===== config.mk =====
export PLATFORM = sky130hd
export DESIGN_NAME = overcurrent_retry_ctrl
export DESIGN_NICKNAME = d
export VERILOG_FILES = /design/src/rtl/overcurrent_retry_ctrl_pkg.sv /design/src/rtl/overcurrent_retry_ctrl_debounce.sv /design/src/rtl/overcurrent_retry_ctrl.sv
export SDC_FILE = /design/constraint.sdc
export NUM_CORES = 1
export LEC_CHECK = 0
export BUFFER_PORTS_ARGS = -buffer_cell sky130_fd_sc_hd__clkbuf_2
export CORE_ASPECT_RATIO = 1.4
export CORE_UTILIZATION = 46
export CTS_CLUSTER_DIAMETER = 40
export DETAILED_ROUTE_END_ITERATION = 7
export GPL_TIMING_DRIVEN = 0
export HOLD_SLACK_MARGIN = 0.02
export SLEW_MARGIN = 40
export SYNTH_ARGS = -nofsm -noshare
export SYNTH_HDL_FRONTEND = slang
export SYNTH_SLANG_ARGS = --single-unit
export TNS_END_PERCENT = 100

===== constraint.sdc =====
create_clock -name clk -period 5.9 [get_ports clk]
set_input_delay 1.475 -clock clk [delete_from_list [all_inputs] [get_ports clk]]
set_output_delay 1.475 -clock clk [all_outputs]
set_load 0.1 [all_outputs]

===== src/rtl/overcurrent_retry_ctrl_pkg.sv =====
// Shared encodings for the overcurrent retry controller: FSM states and fault source bits.
package overcurrent_retry_ctrl_pkg;

  localparam logic [1:0] RUN      = 2'd0;
  localparam logic [1:0] TRIP     = 2'd1;
  localparam logic [1:0] COOLDOWN = 2'd2;
  localparam logic [1:0] LOCKOUT  = 2'd3;

  localparam int unsigned SRC_A   = 0;
  localparam int unsigned SRC_B   = 1;
  localparam int unsigned SRC_BAT = 2;
  localparam int unsigned NUM_SRC = 3;

  typedef logic [NUM_SRC-1:0] src_vec_t;

  // Retry counter saturates rather than wrapping back to zero.
  function automatic logic [2:0] sat_inc3(input logic [2:0] i_val);
    return (i_val == 3'd7) ? i_val : i_val + 3'd1;
  endfunction

endpackage


===== src/rtl/overcurrent_retry_ctrl_debounce.sv =====
// oc_debounce: 2-flop synchronizer followed by a saturating high-time counter.
module oc_debounce #(
  parameter int unsigned DEBOUNCE_CYC = 16
) (
  input  logic i_clk,
  input  logic i_rst,
  input  logic i_flag,
  output logic o_sync,
  output logic o_qf
);

  localparam int unsigned CW = $clog2(DEBOUNCE_CYC + 1);
  localparam logic [CW-1:0] CNT_MAX = CW'(DEBOUNCE_CYC);

  logic          r_meta;
  logic          r_sync;
  logic [CW-1:0] r_cnt;

  always_ff @(posedge i_clk or posedge i_rst) begin
    if (i_rst) begin
      r_meta <= 1'b0;
      r_sync <= 1'b0;
      r_cnt  <= '0;
    end else begin
      r_meta <= i_flag;
      r_sync <= r_meta;
      if (!r_sync) begin
        r_cnt <= '0;
      end else if (r_cnt != CNT_MAX) begin
        r_cnt <= r_cnt + CW'(1);
      end
    end
  end

  assign o_sync = r_sync;
  assign o_qf   = (r_cnt == CNT_MAX);

endmodule


===== src/rtl/overcurrent_retry_ctrl.sv =====
// Overcurrent supervisor: debounces flags, latches the trip source, cools down, retries, locks out.
module overcurrent_retry_ctrl
  import overcurrent_retry_ctrl_pkg::*;
#(
  parameter int unsigned DEBOUNCE_CYC = 16,
  parameter int unsigned COOLDOWN_CYC = 50000,
  parameter int unsigned CLEAN_CYC    = 500000,
  parameter int unsigned MAX_RETRY    = 3,
  parameter int unsigned CNT_W        = 20
) (
  input  logic       clk,
  input  logic       rst,
  input  logic       OverA,
  input  logic       OverB,
  input  logic       OverBat,
  input  logic       clear_fault,
  output logic       EnA,
  output logic       EnB,
  output logic [2:0] fault_src,
  output logic [2:0] retry_cnt,
  output logic       lockout,
  output logic [1:0] state
);

  localparam logic [CNT_W-1:0] COOL_LAST  = CNT_W'(COOLDOWN_CYC - 1);
  localparam logic [CNT_W-1:0] CLEAN_LAST = CNT_W'(CLEAN_CYC - 1);
  localparam logic [2:0]       RETRY_LIM  = 3'(MAX_RETRY);

  src_vec_t w_sync;
  src_vec_t w_qf;
  logic     w_any_sync;

  oc_debounce #(.DEBOUNCE_CYC(DEBOUNCE_CYC)) u_deb_a (
    .i_clk  (clk),
    .i_rst  (rst),
    .i_flag (OverA),
    .o_sync (w_sync[SRC_A]),
    .o_qf   (w_qf[SRC_A])
  );

  oc_debounce #(.DEBOUNCE_CYC(DEBOUNCE_CYC)) u_deb_b (
    .i_clk  (clk),
    .i_rst  (rst),
    .i_flag (OverB),
    .o_sync (w_sync[SRC_B]),
    .o_qf   (w_qf[SRC_B])
  );

  oc_debounce #(.DEBOUNCE_CYC(DEBOUNCE_CYC)) u_deb_bat (
    .i_clk  (clk),
    .i_rst  (rst),
    .i_flag (OverBat),
    .o_sync (w_sync[SRC_BAT]),
    .o_qf   (w_qf[SRC_BAT])
  );

  assign w_any_sync = |w_sync;

  logic [1:0]       r_state;
  logic             r_en;
  src_vec_t         r_fault_src;
  logic [2:0]       r_retry;
  logic [CNT_W-1:0] r_cool;
  logic [CNT_W-1:0] r_clean;

  logic [1:0]       w_state_d;
  src_vec_t         w_src_d;
  logic [2:0]       w_retry_d;
  logic [2:0]       w_retry_inc;
  logic [CNT_W-1:0] w_cool_d;
  logic [CNT_W-1:0] w_clean_d;

  assign w_retry_inc = sat_inc3(r_retry);

  always_comb begin
    w_state_d = r_state;
    w_src_d   = r_fault_src;
    w_retry_d = r_retry;
    w_cool_d  = r_cool;
    w_clean_d = r_clean;
    unique case (r_state)
      RUN: begin
        // A trip outranks a clean-period expiry in the same cycle.
        if (|w_qf) begin
          w_state_d = TRIP;
          w_src_d   = w_qf;
          w_clean_d = '0;
        end else if (w_any_sync) begin
          w_clean_d = '0;
        end else if (r_clean == CLEAN_LAST) begin
          w_clean_d = '0;
          w_retry_d = '0;
        end else begin
          w_clean_d = r_clean + CNT_W'(1);
        end
      end
      TRIP: begin
        w_retry_d = w_retry_inc;
        w_src_d   = r_fault_src | w_qf;
        if (w_retry_inc >= RETRY_LIM) begin
          w_state_d = LOCKOUT;
        end else begin
          w_state_d = COOLDOWN;
          w_cool_d  = COOL_LAST;
        end
      end
      COOLDOWN: begin
        w_src_d = r_fault_src | w_qf;
        if (w_any_sync) begin
          w_cool_d = COOL_LAST;
        end else if (r_cool == '0) begin
          w_state_d = RUN;
          w_clean_d = '0;
        end else begin
          w_cool_d = r_cool - CNT_W'(1);
        end
      end
      LOCKOUT: begin
        // A clear request while a flag is still high is dropped, not queued.
        if (clear_fault && !w_any_sync) begin
          w_state_d = RUN;
          w_retry_d = '0;
          w_src_d   = '0;
          w_clean_d = '0;
        end
      end
      default: w_state_d = RUN;
    endcase
  end

  always_ff @(posedge clk or posedge rst) begin
    if (rst) begin
      r_state     <= RUN;
      r_en        <= 1'b0;
      r_fault_src <= '0;
      r_retry     <= '0;
      r_cool      <= '0;
      r_clean     <= '0;
    end else begin
      r_state     <= w_state_d;
      r_en        <= (w_state_d == RUN);
      r_fault_src <= w_src_d;
      r_retry     <= w_retry_d;
      r_cool      <= w_cool_d;
      r_clean     <= w_clean_d;
    end
  end

  // Raw flag terms give an immediate cut ahead of the synchronized path.
  assign EnA       = r_en & ~OverA & ~OverBat;
  assign EnB       = r_en & ~OverB & ~OverBat;
  assign fault_src = r_fault_src;
  assign retry_cnt = r_retry;
  assign lockout   = (r_state == LOCKOUT);
  assign state     = r_state;

endmodule


### Yosys cells after proc, flatten, opt, wreduce, memory -nomap -nowiden

Index checks and enable logic that the tools add are counted.
Widths: inputs -> output; s select.

* add/subtract/negate cells: 6
* order comparisons: 1
* eq/ne operators: 23
* muxes and demuxes: 31
* bitwise operators: 8
* reduce and logical (&&, ||, !) cells: 15

Operator list (number)
* $mux 20: 9
* $pmux 20 s3: 1
* $pmux 20 s2: 1
* $mux 5: 6
* $add 20x1->20 const B: 1
* $eq 20x19->1 const B: 1
* $logic_not 20->1: 1
* $ne 2x2->1 const B: 10
* $sub 20x1->20 const B: 1
* $mux 3: 6
* $pmux 3 s3: 2
* $add 5x1->5 const B: 3
* $eq 5x5->1 const B: 3
* $ne 5x5->1 const B: 3
* $mux 2: 4
* $pmux 2 s4: 1
* $reduce_bool 3->1: 2
* $reduce_or 3->1: 2
* $reduce_and 5->1: 1
* $and 1x1->1: 4
* $eq 2x2->1 const B: 2
* $logic_not 2->1: 2
* $reduce_and 4->1: 1
* $add 3x1->3 const B: 1
* 14 further kinds: 16

* register bits after elaboration: 70
* bits of input ports: 6
* output and inout port bits: 11
* word-level logic and storage cells: 99

### Depth between registers and ports, before layout

Gate-level depths: netlist of the first run.

* word-level depth: 6
* mapped depth: 8
* gate-level depth less buffers: 7

### Modules after synthesis

From an unflattened synthesis of the first run, not the netlist that was laid out.

* cells, all modules: 431
* area, all modules: 4051.4 um^2

Modules (own cells, without submodules)
* overcurrent_retry_ctrl: instances 1, cells an instance 341, area each 3052.9 um^2, seq. area each 1226.2 um^2
* oc_debounce: instances 3, cells an instance 30, area each 332.8 um^2, seq. area each 175.2 um^2

### Worst setup path before layout of the first run

No wires, ideal clock.

* kind: in2out
* start: in OverBat
* end: out EnA
* data arrival time: 2.868 ns
* data required time: 4.425 ns
* slack: 1.557 ns
* stages on the path: 2
* buffers on the path: 0
* cells stage by stage: nand2b_1 > nor2_1

* longest elaborated chain between the ends: 2

Ends and longest elaborated chain
* from (decl): RTL line overcurrent_retry_ctrl.sv:15 `input logic OverBat,`
* $not 1->1: RTL line overcurrent_retry_ctrl.sv:150 `assign EnA = r_en & ~OverA & ~OverBat;`
* $and 1x1->1: RTL line overcurrent_retry_ctrl.sv:150
* to (decl): RTL line overcurrent_retry_ctrl.sv:17 `output logic EnA,`

Every way passes these cells.

### Worst setup path after layout of the first run

* start: in OverBat
* end: out EnB

* longest elaborated chain between the ends: 2

Ends and longest elaborated chain
* $not 1->1: RTL line overcurrent_retry_ctrl.sv:151 `assign EnB = r_en & ~OverB & ~OverBat;`
* $and 1x1->1: RTL line overcurrent_retry_ctrl.sv:151
* to (decl): RTL line overcurrent_retry_ctrl.sv:18 `output logic EnB,`

Every way passes these cells.

==> summary.md, run 1 <==
| Metric | Value |
|---|---|
| Outcome | `completed` |
| #FFs+latches synth | `70` |
| Syn Area/Cell | `9.149 um2` |
| Drt wl/cell | `16.09 um` |
| Final hold viol count | `0` |
| Placeable Area | `8149 um2` |
| Setup crit start kind | `primary input` |
| R2r startpoint | `state[0]$_DFF_PP0_` |
| Share of cells above drive strength 1 | `11.62%` |
| Clk_lat worst skew | `0.34 ns` |
| Syn Nets | `443` |
| Ant diodes | `0` |
| Count of different cell masters after synthesis | `52` |
| Tmin final | `3.754 ns` |
| # setup viols final | `0` |
| Worst-Margin Slew | `0.7869 ns` |
| Global route total overflow | `0` |
| Mapped Area | `3870 um2` |
| Simple-gate portion of the synthesized area | `26.61%` |
| Max Buffers Root-to-Sink | `2` |
| Final Wtd Congestion | `0.7834` |
| Final Cycle Share | `63.63%` |
| Layout area overhead | `14.16%` |
| Worst EP required | `4.43 ns` |
| DRT Pass-1 Iters | `5` |
| Crit path cell chain | `clkbuf_2, nand2b_1, nor2_1, clkbuf_2` |
| Most frequent CP cell | `clkbuf_2` |
| Lkg Pwr | `1.990 nW` |
| Setup WS pre-CTS | `2.143 ns` |
| Post-synthesis compound-gate area fraction | `15.39%` |
| CP endpoint kind | `output port` |
| Slew Limit Fails | `0` |
| Remaining routing DRC violations | `0` |
| Number of max-cap violations | `0` |
| Hold crit path type | `register to register` |
| Final setup TNS | `0 ns` |
| Placed Area | `4121 um2` |
| CTS H-tree lvls | `3` |
| Design Area, Final | `4418 um2` |
| Clock skew | `0.006646 ns` |
| CP peak stage delay | `0.46 ns` |
| GRT Resource Usage Total | `22.47%` |
| Post-DR vias/cell | `5.860` |
| Total clock sinks | `70` |
| Syn Inst Count | `423` |
| Largest net degree at the start of global routing | `40` |
| TritonCTS clock tree | `done` |
| Initial antenna violation count | `0` |
| Max Fclk | `266.4 MHz` |
| Row Count | `39` |
| Tot Pwr | `1.178 mW` |
| Fin Hold WS | `0.3459 ns` |
| DR iter-0 viols | `142` |
| Mux cell area share after synthesis | `2.069%` |
| HPWL after DPL | `6.368 mm` |
| Final ANT Viol Nets | `0` |
| Pwr per Cell Area | `266.7 nW/um2` |
| Post-synth EDFFs | `0` |
| CP Max Fanout | `2` |
| Vias in the first global route | `3,155` |
| Via total after detailed routing | `3,270` |
| Register area share after synthesis | `45.26%` |
| Post-Synth XOR/XNOR Area | `2.263%` |
| Worst EP arrival | `2.28 ns` |
| Slew headroom | `47.14%` |
| YS warnings | `0` |
| Die area | `8789 um2` |
| Synth Area in Adders | `4.526%` |
| First-pass GRT wire length | `15.10 mm` |
| TritonCTS buffer count | `9` |
| Top Ports | `17` |
| CP max stage cell | `clkbuf_2` |
| WS Path Type | `primary input to output port` |
| RSZ-0062 raised after global routing | `false` |
| Min-delay src | `u_deb_bat.r_meta$_DFF_PP0_` |
| CTS resizes | `0` |
| # Post-CTS Setup Buffers | `0` |
| Clock Pin Slew Worst Setup and Hold Paths | `0.06 ns` |
| Largest family of logic cells by synthesized area | `simple AND/OR/NAND/NOR gates` |
| Setup slack after layout | `2.146 ns` |
| Initial Util | `47.49%` |
| Final nets | `471` |
| Async S/R FF share, synth | `100.0%` |
| CP startpoint | `OverBat` |
| Die Ht | `110.5 um` |
| Clk root buf | `clkbuf_16` |
| Max VDD drop | `0.0001938 V` |
| Synth Flop Type | `dfrtp_1` |
| Detailed Route WL | `8.978 mm` |
| CTS Hold Bufs | `0` |
| Port-buffer cells | `16` |
| Die W | `79.52 um` |
power breakdown:
| part | switching, mW | leakage, nW | internal, mW |
|---|---|---|---|
| Sequential | 0.0232 | 0.949 | 0.501 |
| Combinational | 0.0983 | 0.911 | 0.0547 |
| Clock | 0.208 | 0.130 | 0.293 |
| Total | 0.329 | 1.99 | 0.849 |
sequential cells by signal, indices dropped and copies added (netlist names), 2 cells and up:
signal,count
state,2
r_clean,20
retry_cnt,3
fault_src,3
u_deb_b.r_cnt,5
u_deb_a.r_cnt,5
r_cool,20
u_deb_bat.r_cnt,5
per-layer routing:
metal	up-vias	global-route usage [%]	routed length, um
met2	39	38.12	4764
met5	-	0	0
met3	15	3.967	244
met4	0	9.455	185
li1	1614	-	-
met1	1602	27.44	3784
worst max-delay path, delay by kind of cell:
family,cells,cell delay (ns)
buffers and inverters,2,0.55
and+or+nand+nor,2,0.25
synthesized netlist by cell type (all sizes together), types with 2 or more instances:
master	instances	share of area (%)
a21boi	4	0.78
a21oi	21	2.7
a22oi	2	0.39
a31o	2	0.45
a31oi	11	1.8
and2	6	0.97
and3	8	1.3
and4	3	0.68
buf	3	0.39
clkbuf	11	1.1
dfrtp	70	45
ha	14	4.5
inv	25	2.4
mux2i	8	2.1
nand2	41	4.0
nand2b	3	0.49
nand3	28	3.6
nand3b	3	0.58
nand4	13	2.1
nor2	28	2.7
nor2b	2	0.32
nor3	8	1.0
nor4	4	0.65
nor4b	2	0.45
nor4bb	3	0.78
o211ai	3	0.71
o21ai	23	3.0
o22ai	6	0.97
o2bb2ai	2	0.45
o31ai	11	2.1
o41ai	4	0.91
or2	8	1.3
or3	9	1.5
or4	12	2.4
or4b	5	1.3
xnor2	6	1.4
xor2	4	0.91
layout make-up:
type,count,area [um2]
fillers,739,3731
plain buffers,14,56.30
inverters,25,98.84
flip-flops and latches,70,1752
clock inverters,6,37.54
repair buffers,17,100.1
well taps,102,127.6
clock buffers,10,239.0
multi-input cells,314,2007
worst paths after layout:
| path | endpoint | slack (ns) | cells past startpoint |
|---|---|---|---|
| hold reg to reg | u_deb_bat.o_sync$_DFF_PP0_ | 0.35 | 0 |
| min in group asynchronous | r_clean[18]$_DFFE_PP0P_ | 1.10 | 2 |
| max in group asynchronous | u_deb_bat.r_cnt[4]$_DFFE_PP0P_ | 4.29 | 3 |
| setup / recovery | EnB | 2.15 | 4 |
| setup reg to reg | r_cool[5]$_DFFE_PP0P_ | 2.59 | 8 |
| hold / removal | u_deb_bat.o_sync$_DFF_PP0_ | 0.35 | 0 |
cells by family after synthesis:
family,count (synthesis)
AND/OR/NAND/NOR,188
multiplexers,8
adder cells (fa/ha/maj),14
flip-flops,70
XOR/XNOR,10
AO/OA/AOI/OAI,94
buffers and inverters,39
layout by cell type (no fill, tap or decap), types with 4 or more instances in the layout:
| master | n |
|---|---|
| nand4_1 | 13 |
| nand3_1 | 28 |
| a21oi_1 | 21 |
| and2_1 | 6 |
| o41ai_1 | 4 |
| or4b_1 | 5 |
| nor3_1 | 7 |
| o21ai_0 | 5 |
| dfrtp_1 | 70 |
| mux2i_1 | 8 |
| o22ai_1 | 6 |
| xor2_1 | 4 |
| and3_1 | 8 |
| inv_1 | 23 |
| or4_1 | 11 |
| o21ai_1 | 18 |
| clkbuf_1 | 11 |
| xnor2_1 | 6 |
| a31oi_1 | 11 |
| o31ai_1 | 11 |
| clkbuf_2 | 16 |
| nor2_1 | 28 |
| or2_2 | 5 |
| ha_1 | 14 |
| nand2_1 | 41 |
| or3_1 | 8 |
| clkbuf_16 | 9 |
through the flow:
stage | cells | utilization (%)
floorplan | 423 | -
global placement | 541 | 50.04
detailed placement | 542 | 50.58
CTS | 558 | 53.97
global route | 558 | 54.21
finish | 558 | 54.21
(Power assumes the default switching activity.)
==> run 2, diff against run 1 <==
==> constraint.sdc (replaced) <==
create_clock -name clk -period 3.43 [get_ports clk]
set_input_delay 0.8575 -clock clk [delete_from_list [all_inputs] [get_ports clk]]
set_output_delay 0.8575 -clock clk [all_outputs]
set_load 0.1 [all_outputs]
==> run 2 against run 1 <==
Register-to-register slack lost 2.3 ns. Power up 72%. First-iteration DRC count is the same. Worst hold slack unchanged. Clock power increased by 72%. Critical endpoint is now r_cool[5]$_DFFE_PP0P_. Largest cell class unchanged.
==> summary.md, run 2 (synthesized netlist as in run 1, its figures left out) <==
| Metric | Value |
|---|---|
| Setup slack after layout | `0.2992 ns (-1.847 ns)` |
| Slew headroom | `45.98% (-1.2 points)` |
| Setup crit start kind | `register` |
| Worst flop-to-flop path endpoint | `r_cool[5]$_DFFE_PP0P_` |
| TritonCTS clock tree | `done` |
| Remaining routing DRC violations | `0 (unchanged)` |
| WS Path Type | `register to register` |
| Fin Hold WS | `0.3459 ns (unchanged)` |
| Final nets | `472 (+0.21%)` |
| CTS H-tree lvls | `3 (unchanged)` |
| Number of max-cap violations | `0 (unchanged)` |
| Top Ports | `17 (unchanged)` |
| Filler cells | `737 (-0.27%)` |
| R2r startpoint | `state[0]$_DFF_PP0_` |
| Worst-Margin Slew | `0.8041 ns (+0.01721 ns)` |
| Biggest regs | `r_clean (20), r_cool (20)` |
| Lkg Pwr | `1.994 nW (+0.21%)` |
| TritonCTS buffer count | `9 (unchanged)` |
| CP Max Fanout | `10 (+8)` |
| Die Ht | `110.5 um (unchanged)` |
| Max Buffers Root-to-Sink | `2 (unchanged)` |
| Clk_lat worst skew | `0.34 ns (about the same)` |
| Drt wl/cell | `16.19 um (+0.63%)` |
| Max Fclk | `319.4 MHz` |
| Placeable Area | `8149 um2 (unchanged)` |
| Via total after detailed routing | `3,280 (+0.31%)` |
| Final ANT Viol Nets | `0 (unchanged)` |
| Pwr per Cell Area | `458.5 nW/um2 (+72%)` |
| Tot Pwr | `2.029 mW (+72%)` |
| Tmin final | `3.131 ns` |
| Final hold viol count | `0 (unchanged)` |
| Total clock sinks | `70 (unchanged)` |
| Setup WS pre-CTS | `0.1038 ns (-2.039 ns)` |
| Initial Util | `47.49% (unchanged)` |
| # setup viols final | `0 (unchanged)` |
| Port-buffer cells | `16 (unchanged)` |
| Commonest non-fill, non-tap cell in the layout | `dfrtp_1` |
| Clk root buf | `clkbuf_16` |
| Ant diodes | `0 (unchanged)` |
| Min-delay src | `u_deb_bat.r_meta$_DFF_PP0_` |
| DRT Pass-1 Iters | `4 (-1)` |
| Largest net degree at the start of global routing | `40 (unchanged)` |
| Row Count | `39 (unchanged)` |
| Reg2reg setup slack | `0.30 ns (-2.29 ns)` |
| GRT Resource Usage Total | `22.47% (unchanged)` |
| Outcome | `completed` |
| Detailed Route WL | `9.051 mm (+0.81%)` |
| Most frequent cells in the layout | `dfrtp_1, nand2_1, nor2_1, nand3_1, inv_1` |
| Die area | `8789 um2 (unchanged)` |
| Die W | `79.52 um (unchanged)` |
| HPWL after DPL | `6.368 mm (unchanged)` |
| Layout area overhead | `14.35%` |
| RSZ-0062 raised after global routing | `false` |
| Final Cycle Share | `91.28%` |
| Clock skew | `0.006456 ns (-0.0001898 ns)` |
| Hold path cells | `0 (unchanged)` |
| Final Wtd Congestion | `0.7834 (unchanged)` |
| Worst EP arrival | `3.33 ns (+1.05 ns)` |
| Hold Path Sink | `u_deb_bat.o_sync$_DFF_PP0_` |
| Vias in the first global route | `3,155 (unchanged)` |
| Reg2Reg Depth | `8 (unchanged)` |
| Max VDD drop | `0.0003371 V (+74%)` |
| Global route total overflow | `0 (unchanged)` |
| Share of cells above drive strength 1 | `11.82% (+0.19 points)` |
| Worst EP required | `3.63 ns (-0.80 ns)` |
| CP endpoint kind | `register` |
| Slew Limit Fails | `0 (unchanged)` |
| Clock Pin Slew Worst Setup and Hold Paths | `0.06 ns (about the same)` |
| DR iter-0 viols | `142 (unchanged)` |
| Hold crit path type | `register to register` |
| First-pass GRT wire length | `15.10 mm (unchanged)` |
| Initial antenna violation count | `0 (unchanged)` |
| Post-DR vias/cell | `5.868 (+0.13%)` |
==> run 2: changes by cell type in the layout (fill, tap and decap cells not counted), sizes merged <==
cell and change:
buf +1
==> run 2: repair_timing <==
| action | CTS | global route |
|---|---|---|
| resized for setup | 0 | 0 |
| endpoints found under the setup margin | 0 | 8 |
| hold buffers | 0 | 0 |
| setup buffers | 0 | 1 |
| hold endpoints to repair | 0 | 0 |
==> run 2: through the flow <==
step / TNS, ns / cells / utilization, % / instance area, um2
finish: 0 / 559 / 54.31 / 4425
global route: 0 / 559 / 54.31 / 4425
CTS: 0 / 558 / 53.97 / 4398
detailed placement: 0 / 542 / 50.58 / 4121
global placement: -10.65 / 541 / 50.04 / 4078
floorplan: 0 / 423 / - / 3870
==> run 2: area by class of cell <==
class | count | area, um2 | area share [%]
multi-input combinational | 314 | 2007 | 45.35
sequential | 70 | 1752 | 39.58
clock buffer | 10 | 239.0 | 5.400
tap | 102 | 127.6 | 2.884
timing repair buffer | 18 | 107.6 | 2.431
inverter | 25 | 98.84 | 2.234
buffer | 14 | 56.30 | 1.272
clock inverter | 6 | 37.54 | 0.8482
==> run 2: worst max path at each step <==
| stage | end | cells after the start | startpoint |
|---|---|---|---|
| 5_1_grt | r_cool[5]$_DFFE_PP0P_ | 8 | state[0]$_DFF_PP0_ |
| 6_report | r_cool[5]$_DFFE_PP0P_ | 8 | state[0]$_DFF_PP0_ |
| 4_1_cts | r_cool[5]$_DFFE_PP0P_ | 8 | state[0]$_DFF_PP0_ |
| 2_1_floorplan | r_cool[5]$_DFFE_PP0P_ | 7 | state[1]$_DFF_PP0_ |
| 3_5_place_dp | r_cool[5]$_DFFE_PP0P_ | 8 | state[0]$_DFF_PP0_ |
| 3_3_place_gp | r_cool[4]$_DFFE_PP0P_ | 2 | rst |
==> run 2: report_power, final <==
part,internal (mW),switching (mW)
registers,0.862,0.0401
clock network,0.504,0.360
logic,0.0941,0.169
total,1.46,0.569
==> run 2: worst max-delay path, cell delays in order, from the launching register on <==
cell	delay, ns
dfrtp_1	0.46
inv_1	0.14
ha_1	0.33
or4b_1	0.57
or4_1	0.62
o211ai_1	0.37
buf_2	0.30
or3_1	0.13
a21oi_1	0.06
==> run 2: per-layer routing <==
layer / routed length (um) / global-route usage (%) / vias to the layer above
met3: 244 / 3.967 / 15
met4: 185 / 9.455 / 0
met2: 4765 / 38.12 / 42
li1: - / - / 1616
met5: 0 / 0 / -
met1: 3856 / 27.44 / 1607
==> run 3, diff against run 2 <==
--- a/config.mk
+++ b/config.mk
@@ -5,7 +5,7 @@
 export SDC_FILE = /design/constraint.sdc
 export NUM_CORES = 1
 export LEC_CHECK = 0
-export BUFFER_PORTS_ARGS = -buffer_cell sky130_fd_sc_hd__clkbuf_2
+export BUFFER_PORTS_ARGS = -buffer_cell sky130_fd_sc_hd__buf_2
 export CORE_ASPECT_RATIO = 1.4
 export CORE_UTILIZATION = 46
 export CTS_CLUSTER_DIAMETER = 40
==> run 3 against run 2 <==
Count of clock-buffer cells in the layout up 3. Final area up 1.2%. Highest routed layer unchanged. Power up 8.9%. Clock skew about the same. Worst hold slack better by 0.0077 ns. Register-to-register slack better by 0.06 ns. Largest cell class unchanged. Final cell count up 0.36%. Sequential power about the same. Fmax up 2.1%. Clock power up 20%. Sequential share of layout area down 0.48 points.
==> summary.md, run 3 (synthesized netlist as in run 1, its figures left out) <==
| Metric | Value |
|---|---|
| Outcome | `completed` |
| GRT Resource Usage Total | `22.23% (-0.24 points)` |
| CP startpoint | `state[0]$_DFF_PP0_` |
| CP endpoint kind | `register` |
| Clock skew | `0.006364 ns (-0.00009276 ns)` |
| Most frequent cells in the layout | `dfrtp_1, nand2_1, nor2_1, nand3_1, inv_1` |
| Worst-Margin Slew | `0.8424 ns (+0.03831 ns)` |
| Worst flop-to-flop path endpoint | `r_cool[5]$_DFFE_PP0P_` |
| HPWL after DPL | `6.322 mm (-0.71%)` |
| Remaining routing DRC violations | `0 (unchanged)` |
| Setup WS pre-CTS | `0.1551 ns (+0.05134 ns)` |
| Max VDD drop | `0.0003924 V (+16%)` |
| Commonest non-fill, non-tap cell in the layout | `dfrtp_1` |
| Setup slack after layout | `0.3638 ns (+0.06460 ns)` |
| Largest net degree at the start of global routing | `37 (-7.5%)` |
| Biggest regs | `r_clean (20), r_cool (20)` |
| Placed Area | `4121 um2 (unchanged)` |
| Top Ports | `17 (unchanged)` |
| WS Path Type | `register to register` |
| Number of max-cap violations | `0 (unchanged)` |
| TritonCTS clock tree | `done` |
| # setup viols final | `0 (unchanged)` |
| RSZ-0062 raised after global routing | `false` |
| Final Wtd Congestion | `0.7970 (+1.7%)` |
| Port-buffer cells | `16 (unchanged)` |
| Crit path cell chain | `inv_1, ha_1, or4b_1, or4_1, o211ai_1, buf_4, buf_2, or3_1, a21oi_1` |
| Worst EP required | `3.62 ns (about the same)` |
| CTS H-tree lvls | `3 (unchanged)` |
| Setup crit start kind | `register` |
| CP peak stage delay | `0.63 ns (about the same)` |
| Drt wl/cell | `15.98 um (-1.3%)` |
| Clk_lat worst skew | `0.33 ns (about the same)` |
| Pwr per Cell Area | `493.3 nW/um2 (+7.6%)` |
| Internal | `1.651 mW (+13%)` |
| Clock Power Share | `47.2% (+4.6 points)` |
| Row Count | `39 (unchanged)` |
| Delay-heaviest family, CP | `simple AND/OR/NAND/NOR gates` |
| Clk root buf | `clkbuf_16` |
| Initial Util | `47.49% (unchanged)` |
| Layout area overhead | `15.75%` |
| Levels on crit path | `9 (+1)` |
| Reg2reg setup slack | `0.36 ns (+0.06 ns)` |
| Via total after detailed routing | `3,281 (+0.030%)` |
| Comb power frac | `11.9% (-1.1 points)` |
| Net Sw Frac | `25.29% (-2.7 points)` |
| Die area | `8789 um2 (unchanged)` |
| Total clock sinks | `70 (unchanged)` |
| DRT Pass-1 Iters | `4 (unchanged)` |
| Reg2Reg Depth | `9 (+1)` |
| Design Area, Final | `4479 um2 (+1.2%)` |
| TritonCTS buffer count | `9 (unchanged)` |
| Final hold viol count | `0 (unchanged)` |
| Slew Limit Fails | `0 (unchanged)` |
| Ant diodes | `0 (unchanged)` |
| Max Fclk | `326.1 MHz (+2.1%)` |
| Lkg Pwr | `2.029 nW (+1.7%)` |
| End of the critical path | `r_cool[5]$_DFFE_PP0P_` |
| Sequential power share | `40.9% (-3.6 points)` |
| Detailed Route WL | `8.963 mm (-0.97%)` |
| R2r startpoint | `state[0]$_DFF_PP0_` |
| First-pass GRT wire length | `15.28 mm (+1.2%)` |
| Slew headroom | `43.41% (-2.6 points)` |
| Clock Pin Slew Worst Setup and Hold Paths | `0.05 ns (about the same)` |
| CTS resizes | `0 (unchanged)` |
| CP max stage cell | `or4_1` |
| Final nets | `474 (+0.42%)` |
| Tmin final | `3.066 ns (-0.06460 ns)` |
| DR iter-0 viols | `123 (-13%)` |
| Hold crit path type | `register to register` |
| CTS Hold Bufs | `0 (unchanged)` |
| CP Max Fanout | `10 (unchanged)` |
| Final ANT Viol Nets | `0 (unchanged)` |
| Worst path buffer plus inverter count | `3 (+1)` |
| Worst EP arrival | `3.26 ns (-0.07 ns)` |
| Die Ht | `110.5 um (unchanged)` |
| Share of cells above drive strength 1 | `11.55% (-0.27 points)` |
| Placeable Area | `8149 um2 (unchanged)` |
| Die W | `79.52 um (unchanged)` |
| Sw power | `558.8 uW (-1.7%)` |
| Final Cycle Share | `89.39% (-1.9 points)` |
| Global route total overflow | `0 (unchanged)` |
| Vias in the first global route | `3,223 (+2.2%)` |
| Max Buffers Root-to-Sink | `2 (unchanged)` |
| Post-DR vias/cell | `5.848 (-0.33%)` |
| Initial antenna violation count | `0 (unchanged)` |
==> run 3: cell types whose count changed in the layout (fill, tap and decap cells not counted), sizes merged <==
cell	previous run	this run
buf	5	23
clkinvlp	3	0
clkinv	3	1
bufinv	0	2
clkbuf	37	24
==> run 3: how the worst min path moves through the flow <==
| stage | cells past startpoint | end | start |
|---|---|---|---|
| after global routing | 0 | u_deb_b.o_sync$_DFF_PP0_ | u_deb_b.r_meta$_DFF_PP0_ |
| after CTS | 0 | u_deb_b.o_sync$_DFF_PP0_ | u_deb_b.r_meta$_DFF_PP0_ |
| after global placement | 0 | u_deb_bat.o_sync$_DFF_PP0_ | u_deb_bat.r_meta$_DFF_PP0_ |
| final | 0 | u_deb_b.o_sync$_DFF_PP0_ | u_deb_b.r_meta$_DFF_PP0_ |
| after floorplan | 0 | u_deb_a.o_sync$_DFF_PP0_ | u_deb_a.r_meta$_DFF_PP0_ |
| after detailed placement | 0 | u_deb_b.o_sync$_DFF_PP0_ | u_deb_b.r_meta$_DFF_PP0_ |
==> run 3: area by class of cell <==
type,instances,area (um2)
Timing Repair Buffer,20,122.6
Sequential cell,70,1752
Fill cell,741,3670
Clock buffer,13,270.3
Tap cell,102,127.6
Buffer,14,56.30
Inverter,25,98.84
Clock inverter,3,65.06
Multi-Input combinational cell,314,1987
==> run 3: power groups by stage <==
stage | combinational (mW) | clock, mW | sequential [mW]
final | 0.263 | 1.04 | 0.903
after global placement | 0.252 | 0 | 0.915
after global routing | 0.301 | 1.09 | 0.909
after detailed placement | 0.262 | 0 | 0.916
after floorplan | 0.203 | 0 | 0.905
after CTS | 0.264 | 1.06 | 0.903
==> run 3: timing repair <==
| action | in CTS | in global routing |
|---|---|---|
| endpoints found under the hold margin | 0 | 0 |
| buffers inserted | 0 | 3 |
| setup endpoints to repair | 0 | 9 |
==> run 3: through the flow <==
step | hold WS (ns) | setup TNS (ns) | utilization (%) | power [mW] | cells
floorplan | 0.3312 | 0 | - | 1.107 | 423
global placement | 0.3314 | -9.870 | 50.04 | 1.167 | 541
detailed placement | 0.3379 | 0 | 50.58 | 1.179 | 542
CTS | 0.3595 | 0 | 54.69 | 2.227 | 558
global route | 0.3624 | 0 | 54.97 | 2.304 | 561
finish | 0.3536 | 0 | 54.97 | 2.210 | 561
==> run 3: layer usage <==
| metal | track usage [%] | routed length [um] |
|---|---|---|
| met1 | 26.47 | 3899 |
| met2 | 37.95 | 4730 |
| met3 | 4.628 | 201 |
| met4 | 9.333 | 131 |
| met5 | 0 | 0 |
